### src/rtl/sdram_burst_arbiter_if.sv
// Avalon-MM master bus between the burst arbiter and the SDRAM controller.
interface sdram_burst_arbiter_if #(
  parameter int unsigned DATA_W  = 64,
  parameter int unsigned ADDR_W  = 29,
  parameter int unsigned BURST_W = 8
);
  logic [ADDR_W-1:0]   avm_address;
  logic [BURST_W-1:0]  avm_burstcount;
  logic                avm_read;
  logic                avm_write;
  logic [DATA_W-1:0]   avm_writedata;
  logic [DATA_W/8-1:0] avm_byteenable;
  logic                avm_waitrequest;
  logic [DATA_W-1:0]   avm_readdata;
  logic                avm_readdatavalid;

  modport master (
    output avm_address, avm_burstcount, avm_read, avm_write, avm_writedata, avm_byteenable,
    input  avm_waitrequest, avm_readdata, avm_readdatavalid
  );

  modport slave (
    input  avm_address, avm_burstcount, avm_read, avm_write, avm_writedata, avm_byteenable,
    output avm_waitrequest, avm_readdata, avm_readdatavalid
  );
endinterface

### src/rtl/sdram_burst_arbiter.sv
// Round-robin arbiter granting one client burst at a time onto a single
// Avalon-MM master port; reads return on a shared bus qualified per channel.
module sdram_burst_arbiter #(
  parameter int unsigned CHANNELS = 2,
  parameter int unsigned DATA_W   = 64,
  parameter int unsigned ADDR_W   = 29,
  parameter int unsigned BURST_W  = 8
) (
  input  logic                           clk_clk,
  input  logic                           reset_reset_n,
  input  logic [CHANNELS-1:0]            ch_cmd_valid,
  output logic [CHANNELS-1:0]            ch_cmd_ready,
  input  logic [CHANNELS-1:0]            ch_cmd_write,
  input  logic [CHANNELS*ADDR_W-1:0]     ch_cmd_addr,
  input  logic [CHANNELS*BURST_W-1:0]    ch_cmd_len,
  input  logic [CHANNELS-1:0]            ch_wdata_valid,
  output logic [CHANNELS-1:0]            ch_wdata_ready,
  input  logic [CHANNELS*DATA_W-1:0]     ch_wdata,
  input  logic [CHANNELS*DATA_W/8-1:0]   ch_wbe,
  output logic [DATA_W-1:0]              rd_data,
  output logic [CHANNELS-1:0]            rd_valid,
  output logic [CHANNELS-1:0]            ch_done,
  output logic                           busy,
  output logic                           stray_rd,
  sdram_burst_arbiter_if.master          avm
);

  localparam int unsigned BE_W = DATA_W / 8;
  localparam int unsigned GW   = (CHANNELS > 1) ? $clog2(CHANNELS) : 1;

  typedef enum logic [2:0] {IDLE, RD_CMD, RD_DATA, WR_DATA, DONE} state_t;

  state_t              state;
  logic [GW-1:0]       grant;
  logic [GW-1:0]       last_grant;
  logic [GW-1:0]       win_idx;
  logic                win_found;
  logic [CHANNELS-1:0] win_oh;
  logic [CHANNELS-1:0] grant_oh;
  logic [ADDR_W-1:0]   addr_q;
  logic [BURST_W-1:0]  len_q;
  logic [BURST_W-1:0]  beat_cnt;
  logic [BURST_W-1:0]  beat_nxt;

  logic [ADDR_W-1:0]   addr_arr  [CHANNELS];
  logic [BURST_W-1:0]  len_arr   [CHANNELS];
  logic [DATA_W-1:0]   wdata_arr [CHANNELS];
  logic [BE_W-1:0]     wbe_arr   [CHANNELS];

  for (genvar c = 0; c < CHANNELS; c++) begin : g_unpack
    assign addr_arr[c]  = ch_cmd_addr[c*ADDR_W +: ADDR_W];
    assign len_arr[c]   = ch_cmd_len[c*BURST_W +: BURST_W];
    assign wdata_arr[c] = ch_wdata[c*DATA_W +: DATA_W];
    assign wbe_arr[c]   = ch_wbe[c*BE_W +: BE_W];
  end

  // Rotating priority: channels above last_grant first, then wrap to the rest.
  always_comb begin
    win_found = 1'b0;
    win_idx   = '0;
    for (int c = 0; c < int'(CHANNELS); c++) begin
      if (!win_found && ch_cmd_valid[c] && (GW'(c) > last_grant)) begin
        win_found = 1'b1;
        win_idx   = GW'(c);
      end
    end
    for (int c = 0; c < int'(CHANNELS); c++) begin
      if (!win_found && ch_cmd_valid[c] && (GW'(c) <= last_grant)) begin
        win_found = 1'b1;
        win_idx   = GW'(c);
      end
    end
  end

  assign win_oh   = CHANNELS'(1) << win_idx;
  assign grant_oh = CHANNELS'(1) << grant;
  assign beat_nxt = beat_cnt + BURST_W'(1);

  assign busy               = (state != IDLE);
  assign avm.avm_read       = (state == RD_CMD);
  assign avm.avm_address    = addr_q;
  assign avm.avm_burstcount = len_q;

  // Write path passes straight through from the granted channel.
  always_comb begin
    ch_cmd_ready       = '0;
    ch_wdata_ready     = '0;
    avm.avm_write      = 1'b0;
    avm.avm_writedata  = '0;
    avm.avm_byteenable = '0;
    if ((state == IDLE) && win_found && reset_reset_n) begin
      ch_cmd_ready = win_oh;
    end
    if (state == WR_DATA) begin
      avm.avm_write      = ch_wdata_valid[grant];
      avm.avm_writedata  = wdata_arr[grant];
      avm.avm_byteenable = wbe_arr[grant];
      ch_wdata_ready     = avm.avm_waitrequest ? '0 : grant_oh;
    end
  end

  always_ff @(posedge clk_clk or negedge reset_reset_n) begin
    if (!reset_reset_n) begin
      state      <= IDLE;
      grant      <= '0;
      last_grant <= GW'(CHANNELS - 1);
      addr_q     <= '0;
      len_q      <= '0;
      beat_cnt   <= '0;
      rd_data    <= '0;
      rd_valid   <= '0;
      ch_done    <= '0;
      stray_rd   <= 1'b0;
    end else begin
      rd_valid <= '0;
      ch_done  <= '0;
      stray_rd <= avm.avm_readdatavalid && (state != RD_DATA);
      case (state)
        IDLE: begin
          if (win_found) begin
            grant    <= win_idx;
            addr_q   <= addr_arr[win_idx];
            len_q    <= len_arr[win_idx];
            beat_cnt <= '0;
            if (len_arr[win_idx] == '0)       state <= DONE;
            else if (ch_cmd_write[win_idx])   state <= WR_DATA;
            else                              state <= RD_CMD;
          end
        end
        RD_CMD: begin
          if (!avm.avm_waitrequest) state <= RD_DATA;
        end
        RD_DATA: begin
          if (avm.avm_readdatavalid) begin
            rd_data  <= avm.avm_readdata;
            rd_valid <= grant_oh;
            beat_cnt <= beat_nxt;
            if (beat_nxt == len_q) state <= DONE;
          end
        end
        WR_DATA: begin
          if (avm.avm_write && !avm.avm_waitrequest) begin
            beat_cnt <= beat_nxt;
            if (beat_nxt == len_q) state <= DONE;
          end
        end
        DONE: begin
          ch_done    <= grant_oh;
          last_grant <= grant;
          state      <= IDLE;
        end
        default: state <= IDLE;
      endcase
    end
  end

endmodule

### src/flat_wrapper.sv
// flat-port wrapper written by rule: the top's interface ports become plain ports
module sdram_burst_arbiter_flat 
#(
  parameter int unsigned CHANNELS = 2,
  parameter int unsigned DATA_W   = 64,
  parameter int unsigned ADDR_W   = 29,
  parameter int unsigned BURST_W  = 8
)
  (clk_clk, reset_reset_n, ch_cmd_valid, ch_cmd_ready, ch_cmd_write, ch_cmd_addr, ch_cmd_len, ch_wdata_valid, ch_wdata_ready, ch_wdata, ch_wbe, rd_data, rd_valid, ch_done, busy, stray_rd, avm_avm_address, avm_avm_burstcount, avm_avm_read, avm_avm_write, avm_avm_writedata, avm_avm_byteenable, avm_avm_waitrequest, avm_avm_readdata, avm_avm_readdatavalid);
  sdram_burst_arbiter_if #(.DATA_W(DATA_W), .ADDR_W(ADDR_W), .BURST_W(BURST_W)) avm_i ();
  input  logic clk_clk;
  input  logic reset_reset_n;
  input  logic [CHANNELS-1:0] ch_cmd_valid;
  output logic [CHANNELS-1:0] ch_cmd_ready;
  input  logic [CHANNELS-1:0] ch_cmd_write;
  input  logic [CHANNELS*ADDR_W-1:0] ch_cmd_addr;
  input  logic [CHANNELS*BURST_W-1:0] ch_cmd_len;
  input  logic [CHANNELS-1:0] ch_wdata_valid;
  output logic [CHANNELS-1:0] ch_wdata_ready;
  input  logic [CHANNELS*DATA_W-1:0] ch_wdata;
  input  logic [CHANNELS*DATA_W/8-1:0] ch_wbe;
  output logic [DATA_W-1:0] rd_data;
  output logic [CHANNELS-1:0] rd_valid;
  output logic [CHANNELS-1:0] ch_done;
  output logic busy;
  output logic stray_rd;
  output wire logic [$bits(avm_i.avm_address)-1:0] avm_avm_address;
  output wire logic [$bits(avm_i.avm_burstcount)-1:0] avm_avm_burstcount;
  output wire logic [$bits(avm_i.avm_read)-1:0] avm_avm_read;
  output wire logic [$bits(avm_i.avm_write)-1:0] avm_avm_write;
  output wire logic [$bits(avm_i.avm_writedata)-1:0] avm_avm_writedata;
  output wire logic [$bits(avm_i.avm_byteenable)-1:0] avm_avm_byteenable;
  input wire logic [$bits(avm_i.avm_waitrequest)-1:0] avm_avm_waitrequest;
  input wire logic [$bits(avm_i.avm_readdata)-1:0] avm_avm_readdata;
  input wire logic [$bits(avm_i.avm_readdatavalid)-1:0] avm_avm_readdatavalid;
  assign avm_avm_address = avm_i.avm_address;
  assign avm_avm_burstcount = avm_i.avm_burstcount;
  assign avm_avm_read = avm_i.avm_read;
  assign avm_avm_write = avm_i.avm_write;
  assign avm_avm_writedata = avm_i.avm_writedata;
  assign avm_avm_byteenable = avm_i.avm_byteenable;
  assign avm_i.avm_waitrequest = avm_avm_waitrequest;
  assign avm_i.avm_readdata = avm_avm_readdata;
  assign avm_i.avm_readdatavalid = avm_avm_readdatavalid;
  sdram_burst_arbiter #(.CHANNELS(CHANNELS), .DATA_W(DATA_W), .ADDR_W(ADDR_W), .BURST_W(BURST_W)) u_core (.clk_clk(clk_clk), .reset_reset_n(reset_reset_n), .ch_cmd_valid(ch_cmd_valid), .ch_cmd_ready(ch_cmd_ready), .ch_cmd_write(ch_cmd_write), .ch_cmd_addr(ch_cmd_addr), .ch_cmd_len(ch_cmd_len), .ch_wdata_valid(ch_wdata_valid), .ch_wdata_ready(ch_wdata_ready), .ch_wdata(ch_wdata), .ch_wbe(ch_wbe), .rd_data(rd_data), .rd_valid(rd_valid), .ch_done(ch_done), .busy(busy), .stray_rd(stray_rd), .avm(avm_i));
endmodule
### config.mk
export PLATFORM = sky130hd
export DESIGN_NAME = sdram_burst_arbiter_flat
export DESIGN_NICKNAME = d
export VERILOG_FILES = /design/src/rtl/sdram_burst_arbiter_if.sv /design/src/rtl/sdram_burst_arbiter.sv /design/src/flat_wrapper.sv
export SDC_FILE = /design/constraint.sdc
export NUM_CORES = 1
export LEC_CHECK = 0
export BUFFER_PORTS_ARGS = -buffer_cell sky130_fd_sc_hd__buf_4
export CORE_AREA = 5 5 181 183
export CTS_BUF_LIST = sky130_fd_sc_hd__clkbuf_8
export DETAILED_ROUTE_END_ITERATION = 10
export DIE_AREA = 0 0 186 188
export PLACE_DENSITY = 0.43
export RECOVER_POWER = 100
export SYNTH_ARGS = -nofsm -noshare
export SYNTH_HDL_FRONTEND = slang
export SYNTH_SLANG_ARGS = --single-unit
### constraint.sdc
create_clock -name clk_clk -period 3.2 [get_ports clk_clk]
set_input_delay 0.32 -clock clk_clk [delete_from_list [all_inputs] [get_ports clk_clk]]
set_output_delay 0.32 -clock clk_clk [all_outputs]
set_load 0.02 [all_outputs]
# Yosys cells after proc, flatten, opt, wreduce, memory -nomap -nowiden
# Index checks and enable logic that the tools add are counted.
classes:
  add_sub_neg: 1
  multipliers: 0
  n_div: 0
  n_lt_le_gt_ge: 8
  n_eq_ne: 10
  shift: 2
  mux: 44
  bitwise: 2
  reduce_logical: 23
op_table:
  columns: ["operator", "n"]
  rows:
  - ["64-bit two-way mux", 4]
  - ["29-bit two-way mux", 3]
  - ["8-bit two-way mux", 10]
  - ["8-bit case mux with 3 select lines", 1]
  - ["3-bit two-way mux", 6]
  - ["2-bit two-way mux", 7]
  - ["1-bit two-way mux", 12]
  - ["3-bit case mux with 4 select lines", 1]
  - ["1-bit logical AND", 11]
  - ["8-bit by 1-bit adder with 8-bit output, second input constant", 1]
  - ["8-bit equality test", 1]
  - ["8-bit zero test", 1]
  - ["4-bit AND reduction", 2]
  - ["3-bit by 2-bit equality test with 1-bit output, second input constant", 2]
  - ["2-bit inequality test, second input constant", 3]
  - ["3-bit nonzero test", 2]
  - ["2-bit greater-or-equal comparator, second input constant", 2]
  - ["1-bit zero test", 4]
  - ["1-bit by 2-bit less-than comparator with 1-bit output, second input constant", 2]
  - ["1-bit NOT with 2-bit output", 2]
  - ["2-bit AND reduction", 2]
  - ["1-bit by 1-bit << shifter with 2-bit output, first input constant", 2]
  - ["3-bit by 1-bit equality test with 1-bit output, second input constant", 1]
  - ["3-bit equality test, second input constant", 1]
  - ["other kinds (5)", 7]
word_totals:
  ff_bits: 119
  latchBits: 0
  ram_bits: 0
  mem_bits_ro: 0
  out_inout_bits: 185
  mem_count: 0

# Longest topological paths before layout
# Gate-level depths: netlist of run 1.
depth:
  depth_word: 23
  ltp_mapped: 7

# Worst setup path after synthesis of run 1
# No wires, ideal clock.
synth_timing:
  path_kind: "register -> output"
  from: "register u_core.state[2]"
  to: "output port ch_cmd_ready[0]"
  arrival_ns: 1.868
  slack_ns: 1.012
  path_stages_with_launch: 6
  n_path_buf: 2
  path_cell_list: "dfrtp_1 -> nor3_1 -> o21ai_1 -> clkbuf_1 -> clkbuf_1 -> nor3b_1"
synth_between:
  elab_chain_len: 4
synth_lines:
  columns: ["item", "line_no", "source"]
  rows:
  - ["start: declaration", "sdram_burst_arbiter.sv:33", "state_t state;"]
  - ["start signal: assignment", "sdram_burst_arbiter.sv:104", "state <= IDLE;"]
  - ["start signal: assignment", "sdram_burst_arbiter.sv:125", "if (len_arr[win_idx] == '0) state <= DONE;"]
  - ["start signal: assignment", "sdram_burst_arbiter.sv:126", "else if (ch_cmd_write[win_idx]) state <= WR_DATA;"]
  - ["3-bit zero test", "sdram_burst_arbiter.sv:91", "if ((state == IDLE) && win_found && reset_reset_n) begin"]
  - ["1-bit logical AND (2 in a row)", "sdram_burst_arbiter.sv:91", null]
  - ["2-bit two-way mux", "sdram_burst_arbiter.sv:91", null]
  - ["end: declaration", "flat_wrapper.sv:14", "output logic [CHANNELS-1:0] ch_cmd_ready;"]
# Every way passes these cells.

# Final worst setup path of run 1
layout_timing:
  from: "register u_core.state[1]"
  to: "output port avm_avm_byteenable[1]"
layout_between:
  elab_chain_len: 2
layout_lines:
  columns: ["item", "line_no", "source"]
  rows:
  - ["3-bit by 2-bit equality test with 1-bit output", "sdram_burst_arbiter.sv:94", "if (state == WR_DATA) begin"]
  - ["8-bit two-way mux", "sdram_burst_arbiter.sv:94", null]
  - ["end: declaration", "flat_wrapper.sv:32", "output wire logic [$bits(avm_i.avm_byteenable)-1:0] avm_avm_byteenable;"]
# Every way passes these cells.

==> metrics.md, run 1 <==
| Metric | Value |
|---|---|
| Worst VDD drop | 0.325 mV |
| DRT Pass-1 Iters | 4 |
| Final Net Count | 1348 |
| Final hold vios | 0 |
| Final worst slack | 0.563 ns |
| Vias | 6134 |
| Clock tree buffer depth | 2 |
| Post-CTS setup repair buffer count | 0 |
| GR Overflow Total | 0 |
| Place WS | 0.831 ns |
| # setup viols final | 0 |
| Crit. End Element | output pin |
| Vias in the first global route | 6595 |
| Non-filler cells, final | 1469 |
| FP Rows | 65 |
| Cell count after placement | 1437 |
| Shortest period the worst path allows | 2.64 ns |
| Asr flop ratio synth | 100% |
| Clock net sink count | 119 |
| Die Wd | 186 um |
| Pwr Density | 960 nW/um^2 |
| Rel. slew slack | -16.8% |
| DIE HEIGHT | 188 um |
| Multi-input logic area | 3130 um^2 |
| Crit path to | avm_avm_byteenable[1] |
| First-pass GRT wire length | 39.6 mm |
| Largest net degree at the start of global routing | 80 |
| Final wirelength | 27.4 mm |
| Number of antenna diodes | 0 |
| Post-Syn Area | 6290 um^2 |
| Num CTS Buffers | 17 |
| FF+latch area | 2980 um^2 |
| PortBufs | 476 |
| Antenna Nets Post-Route | 0 |
| Commonest non-fill, non-tap cell in the layout | buf_4 |
| Mapped Cells | 591 |
| Synth Flop Type | dfrtp_1 |
| Yosys top cell by area | dfrtp_1 |
| I/O Pins | 477 |
| Area grow syn2layout | 60.9% |
| Number of synthesized flops with an enable pin | 0 |
| Routability cong. | 0.800 |
| Die area | 35000 um^2 |
| Utilization after layout | 32.6% |
| Leakage power | 4.73 nW |
| Worst slew pin tran | 1.75 ns |
| Antenna violations before repair | 2 |
| CTS resizes | 0 |
| Tightest Hold Check Type | in2reg |
| RSZ-0062 raised after global routing | no |
| WP data arrival | 2.32 ns |
| Failing checks | capacitance limit, slew limit |
| DPL Wire Length | 21.9 mm |
| Clock latency on the worst-skew pair | 0.44 ns |
| Max Cap Violations | 1 |
| Worst-path fanout max | 45 |
| Net Count, Synth | 884 |
| Crit start category | flip-flop |
| Core Box Area | 31100 um^2 |
| Library cells used by synthesis | 42 |
| # fillers | 3424 |
| Final Max Tran Viols | 50 |
| FF-to-FF Start | u_core.state[0]$_DFFE_PN0P_ |
| Worst Setup SP | u_core.state[1]$_DFFE_PN0P_ |
| H-tree depth | 4 |
| FMAX | 379 MHz |
| Sequential area share after synthesis | 47.4% |
| Clock slew at reported path FFs | 0.09 ns |
| Final clock skew | 0.0157 ns |
| R2r endpoint | u_core.avm.avm_address[20]$_DFFE_PN0P_ |
| Root buffer cell | clkbuf_8 |
| Synth top area cells | dfrtp_1 (47%), mux2i_1 (18%), mux2_2 (12%) |
| TritonCTS clock tree | built |
| Status | complete, but fails checks |
| Wire per inst | 18.6 um |
| Required time of the worst setup path | 2.88 ns |
| Final period util | 82.4% |
| Reg2reg path depth | 5 |
| Share of layout cells above drive strength 1 | 39.8% |
| Yosys reg bits | 119 |
| Commonest cells after routing, fill and taps aside | buf_4 (316), clkbuf_1 (165), dfrtp_1 (117) |
| Mean Syn Cell Area | 10.6 um^2 |
| Flop-to-flop setup slack | 0.84 ns |
| WS Path Type | reg2out |
| Yosys top cell area share | 47.0% |
| Yosys Warn Count | 0 |
| Initial DRC count | 136 |
| Detailed-route DRC error count | 0 |
| Total GRT Usage | 14.9% |
| DR vias/cell | 4.18 |
| Initial core utilization | 20.2% |
| Setup TNS | 0 ns |
cells in the mapped netlist (3+ instances only):
| master | n |
|---|---|
| and3_1 | 5 |
| mux2i_1 | 114 |
| o21a_1 | 5 |
| buf_1 | 5 |
| xnor2_1 | 6 |
| clkbuf_1 | 24 |
| nor2_1 | 77 |
| nand2_1 | 50 |
| nand3_1 | 8 |
| o21ai_0 | 45 |
| dfrtp_1 | 118 |
| mux2_2 | 65 |
| nor4_1 | 7 |
| inv_1 | 3 |
| nor3_1 | 7 |
| nor3b_1 | 3 |
| buf_2 | 11 |
| nor2b_1 | 3 |
| a21oi_1 | 3 |
| a22o_1 | 3 |
worst max-delay path, stage by stage (launching register included):
cell and delay, ns:
dfrtp_1 0.45, nor2b_1 0.32, nand2_1 0.31, buf_12 0.28
nor2_1 0.24, clkbuf_1 0.27
final cells by class:
| class | count | share of cell area (%) |
|---|---|---|
| Sequential cell | 119 | 29.5 |
| Inverter | 3 | 0.111 |
| Clock buffer | 17 | 2.31 |
| Timing Repair Buffer | 487 | 30.5 |
| Tap cell | 402 | 4.97 |
| Multi-Input combinational cell | 427 | 31.0 |
| Clock inverter | 14 | 1.63 |
stage by stage:
step | hold WS (ns) | total power, W | area, um^2
6_report | 0.106 | 0.00971 | 10100
5_1_grt | 0.0525 | 0.0104 | 10100
4_1_cts | 0.0604 | 0.0109 | 10800
3_5_place_dp | 0.255 | 0.00941 | 10300
3_3_place_gp | 0.253 | 0.00943 | 10300
2_1_floorplan | 0.0244 | 0.00559 | 6290
sequential cells by signal (all words and copies together) (netlist names):
| signal | cells |
|---|---|
| u_core.rd_data | 64 |
| u_core.avm.avm_address | 29 |
| u_core.avm.avm_burstcount | 8 |
| u_core.beat_cnt | 8 |
| u_core.state | 3 |
| u_core.ch_done | 2 |
| u_core.rd_valid | 2 |
| u_core.grant | 1 |
| u_core.last_grant | 1 |
| u_core.stray_rd | 1 |
per-layer routing:
metal	wire (um)	global-route usage, %	up-vias	share of wire, %
met1	9630	15.5	2829	35
li1	-	-	2999	-
met4	488	3.90	4	1.8
met5	34	0	-	0.12
met3	2900	6.03	30	11
met2	14300	27.6	272	52
worst min-delay path by stage:
stage	depth (start not counted)	startpoint	slack, ns	to
detailed placement	1	reset_reset_n	0.26	u_core.rd_data[37]$_DFFE_PN0P_
global placement	1	reset_reset_n	0.25	u_core.rd_data[33]$_DFFE_PN0P_
floorplan	0	reset_reset_n	0.02	u_core.avm.avm_address[0]$_DFFE_PN0P_
CTS	2	avm_avm_readdata[36]	0.06	u_core.rd_data[36]$_DFFE_PN0P_
finish	2	avm_avm_readdata[36]	0.11	u_core.rd_data[36]$_DFFE_PN0P_
global route	2	avm_avm_readdata[45]	0.05	u_core.rd_data[45]$_DFFE_PN0P_
report_power, final:
group          internal (W)  switching [W]  total, W
registers           0.00217       0.000421   0.00259
clock network      0.000712       0.000721   0.00143
logic               0.00201        0.00367   0.00568
total               0.00490        0.00481   0.00971
kinds of logic (layout without fill, tap and decap cells):
family	after synthesis	after routing	synth area share, %
buf+inv	45	521	3.03
flops	119	119	47.4
mux	179	179	29.8
xor+xnor	8	8	1.11
simple gates	170	170	12.0
fa+ha+maj	1	1	0.199
compound gates	69	69	6.49
what timing repair did:
| item | CTS | global route |
|---|---|---|
| endpoints found under the hold margin | 17 | 0 |
| hold buffers | 1 | 0 |
| setup endpoints to repair | 0 | 0 |
Power figures use the tool's default switching activity.
==> run 2, diff against run 1 <==
--- a/config.mk
+++ b/config.mk
@@ -6,10 +6,10 @@
 export NUM_CORES = 1
 export LEC_CHECK = 0
 export BUFFER_PORTS_ARGS = -buffer_cell sky130_fd_sc_hd__buf_4
-export CORE_AREA = 5 5 181 183
+export CORE_AREA = 5 5 185 187
 export CTS_BUF_LIST = sky130_fd_sc_hd__clkbuf_8
 export DETAILED_ROUTE_END_ITERATION = 10
-export DIE_AREA = 0 0 186 188
+export DIE_AREA = 0 0 190 192
 export PLACE_DENSITY = 0.43
 export RECOVER_POWER = 100
 export SYNTH_ARGS = -nofsm -noshare
==> constraint.sdc (replaced) <==
create_clock -name clk_clk -period 2.2 [get_ports clk_clk]
set_input_delay 0.22 -clock clk_clk [delete_from_list [all_inputs] [get_ports clk_clk]]
set_output_delay 0.22 -clock clk_clk [all_outputs]
set_load 0.02 [all_outputs]
==> run 2 against run 1 <==
The flow now finishes without violations. Non-clock buffer count grew 73. Die area grew 4.3%. Sequential cell count is the same. Total power grew 51%. Clock power grew 69%. Cell area grew 9.0%. Via count grew 5.2%. Core utilization grew 1.6 points. Critical path depth shrank 1. Register-to-register slack lost 0.71 ns. Largest cell class is now buffers.
==> metrics.md, run 2 (same netlist as run 1, synthesis figures left out) <==
| Metric | Value |
|---|---|
| DPL Wire Length | 21.6 mm (-1.5%) |
| Place WS | 0.136 ns (-0.696 ns) |
| Die area | 36500 um^2 (+4.3%) |
| Routability cong. | 0.723 (-9.6%) |
| Number of antenna diodes | 0 (unchanged) |
| Max reg flops | 64 (unchanged) |
| Psw | 0.00698 W (+45%) |
| Root buffer cell | clkbuf_8 |
| Vias in the first global route | 6968 (+5.7%) |
| Num CTS Buffers | 17 (unchanged) |
| Most flops, register | u_core.rd_data |
| Die Wd | 190 um (+2.2%) |
| Crit. End Element | output pin |
| Final hold vios | 0 (unchanged) |
| # fillers | 3433 (+0.26%) |
| HP Start | ch_cmd_addr[14] |
| FMAX | 476 MHz |
| Required time of the worst setup path | 1.98 ns (-0.90 ns) |
| Leakage power | 5.25 nW (+11%) |
| Largest net degree at the start of global routing | 118 (+48%) |
| Slowest CP cell | dfrtp_4 |
| Switching part of the total | 47.6% (-2.0 points) |
| CP delay by family, top | flip-flops |
| WS Path Type | reg2out |
| Antenna violations before repair | 0 (-2) |
| Setup TNS | 0 ns (unchanged) |
| Worst-path fanout max | 40 (-11%) |
| Register share of total power | 25.6% (-1.1 points) |
| Shortest period the worst path allows | 2.10 ns |
| Worst slew pin tran | 0.697 ns (-1.05 ns) |
| DR vias/cell | 4.08 (-2.3%) |
| Crit path to | avm_avm_writedata[22] |
| Cell count after placement | 1482 (+3.1%) |
| GR Overflow Total | 0 (unchanged) |
| CP peak stage delay | 0.45 ns (about the same) |
| Commonest non-fill, non-tap cell in the layout | buf_4 |
| Final worst slack | 0.0988 ns (-0.465 ns) |
| Wire per inst | 17.7 um (-5.2%) |
| Area grow syn2layout | 75.4% |
| Tightest Hold Check Type | in2reg |
| Reg2reg path depth | 5 (unchanged) |
| Share of layout cells above drive strength 1 | 42.8% (+2.9 points) |
| Crit start category | flip-flop |
| Clock tree buffer depth | 2 (unchanged) |
| Worst VDD drop | 0.493 mV (+52%) |
| Crit-path cells | buf_12 > mux2i_1 > nor2_1 > buf_4 |
| Final wirelength | 27.9 mm (+2.1%) |
| Total GRT Usage | 14.6% (-0.33 points) |
| Buf/Inv on CP | 2 (unchanged) |
| FP Rows | 66 (+1.5%) |
| Initial core utilization | 19.5% (-0.77 points) |
| Final period util | 95.5% |
| Antenna Nets Post-Route | 0 (unchanged) |
| Comb power frac | 57.9% (-0.6 points) |
| Pwr Density | 1330 nW/um^2 (+39%) |
| R2r endpoint | u_core.state[0]$_DFFE_PN0P_ |
| First-pass GRT wire length | 41.0 mm (+3.5%) |
| I/O Pins | 477 (unchanged) |
| DIE HEIGHT | 192 um (+2.1%) |
| Clock net sink count | 119 (unchanged) |
| WP depth | 4 (-1) |
| Flop-to-flop setup slack | 0.13 ns (-0.71 ns) |
| Worst Setup SP | u_core.grant$_DFFE_PN0P_ |
| Int Pwr | 0.00769 W (+57%) |
| Clock power share | 16.5% (+1.7 points) |
| Clock latency on the worst-skew pair | 0.47 ns (+0.03 ns) |
| Clock slew at reported path FFs | 0.09 ns (about the same) |
| Commonest cells after routing, fill and taps aside | buf_4 (303), dfrtp_1 (116), mux2i_1 (114) |
| Status | finished clean |
| # setup viols final | 0 (unchanged) |
| Final Net Count | 1421 (+5.4%) |
| FF-to-FF Start | u_core.beat_cnt[2]$_DFFE_PN0P_ |
| Rel. slew slack | 53.5% (+70 points) |
| WP data arrival | 1.88 ns (-0.44 ns) |
| TritonCTS clock tree | built |
| Final clock skew | 0.0132 ns (-0.00244 ns) |
| Vias | 6456 (+5.2%) |
| Initial DRC count | 186 (+37%) |
| Max Cap Violations | 0 (-1) |
| Final Max Tran Viols | 0 (-100%) |
| DRT Pass-1 Iters | 4 (unchanged) |
| Non-filler cells, final | 1583 (+7.8%) |
| Detailed-route DRC error count | 0 (unchanged) |
| H-tree depth | 4 (unchanged) |
| Core Box Area | 32300 um^2 (+3.9%) |
| RSZ-0062 raised after global routing | no |
| PortBufs | 476 (unchanged) |
run 2: metrics by stage:
| step | hold slack (ns) | total power (W) | instance area [um^2] | util [%] |
|---|---|---|---|---|
| floorplan | -0.0756 | 0.00813 | 6290 | - |
| global placement | 0.0646 | 0.0136 | 10400 | 32.3 |
| detailed placement | 0.0638 | 0.0136 | 10400 | 32.3 |
| CTS | 0.00152 | 0.0163 | 11600 | 36.0 |
| global route | 0.0100 | 0.0157 | 11000 | 34.1 |
| finish | 0.0453 | 0.0147 | 11000 | 34.1 |
run 2: cell type report:
| type | instances | area [um^2] | area share, % |
|---|---|---|---|
| flip-flops and latches | 119 | 2980 | 27.1 |
| repair buffers | 560 | 3860 | 35.0 |
| multi-input cells | 427 | 3150 | 28.6 |
| clock inverters | 14 | 220 | 2.00 |
| inverters | 3 | 11.3 | 0.102 |
| well taps | 442 | 553 | 5.02 |
| clock buffers | 18 | 248 | 2.25 |
run 2: worst min path at each step:
| stage | slack (ns) | end | cells past startpoint |
|---|---|---|---|
| floorplan | -0.08 | u_core.avm.avm_address[0]$_DFFE_PN0P_ | 0 |
| CTS | 0.002 | u_core.avm.avm_address[14]$_DFFE_PN0P_ | 3 |
| finish | 0.05 | u_core.avm.avm_address[14]$_DFFE_PN0P_ | 3 |
| detailed placement | 0.06 | u_core.avm.avm_burstcount[5]$_DFFE_PN0P_ | 1 |
| global placement | 0.06 | u_core.avm.avm_burstcount[5]$_DFFE_PN0P_ | 1 |
| global route | 0.01 | u_core.avm.avm_address[11]$_DFFE_PN0P_ | 3 |
run 2: layer usage:
metal  wire length, um  track usage [%]  up-vias
met4               427             3.84        0
met5                 0                0        -
li1                  -                -     3147
met1             10400             15.8     3019
met2             14700             26.6      271
met3              2490             5.82       19
run 2: worst min-delay path, cell delays in order:
cell and delay, ns:
buf_4 0.08, mux2i_1 0.05, o21ai_0 0.13
run 2: power by group through the flow:
stage                     clock [W]  sequential (W)  combinational (W)
after floorplan                   0         0.00478            0.00334
after global placement            0         0.00380            0.00978
after detailed placement          0         0.00382            0.00975
after CTS                   0.00252         0.00380            0.00997
after global routing        0.00261         0.00391            0.00921
final                       0.00242         0.00376            0.00849
run 2: what timing repair did:
item | in CTS | in global routing
endpoints found under the setup margin | 54 | 22
resized for setup | 3 | 2
setup buffers | 0 | 0
hold buffers | 68 | 0
endpoints found under the hold margin | 85 | 0
cloned | 1 | 0
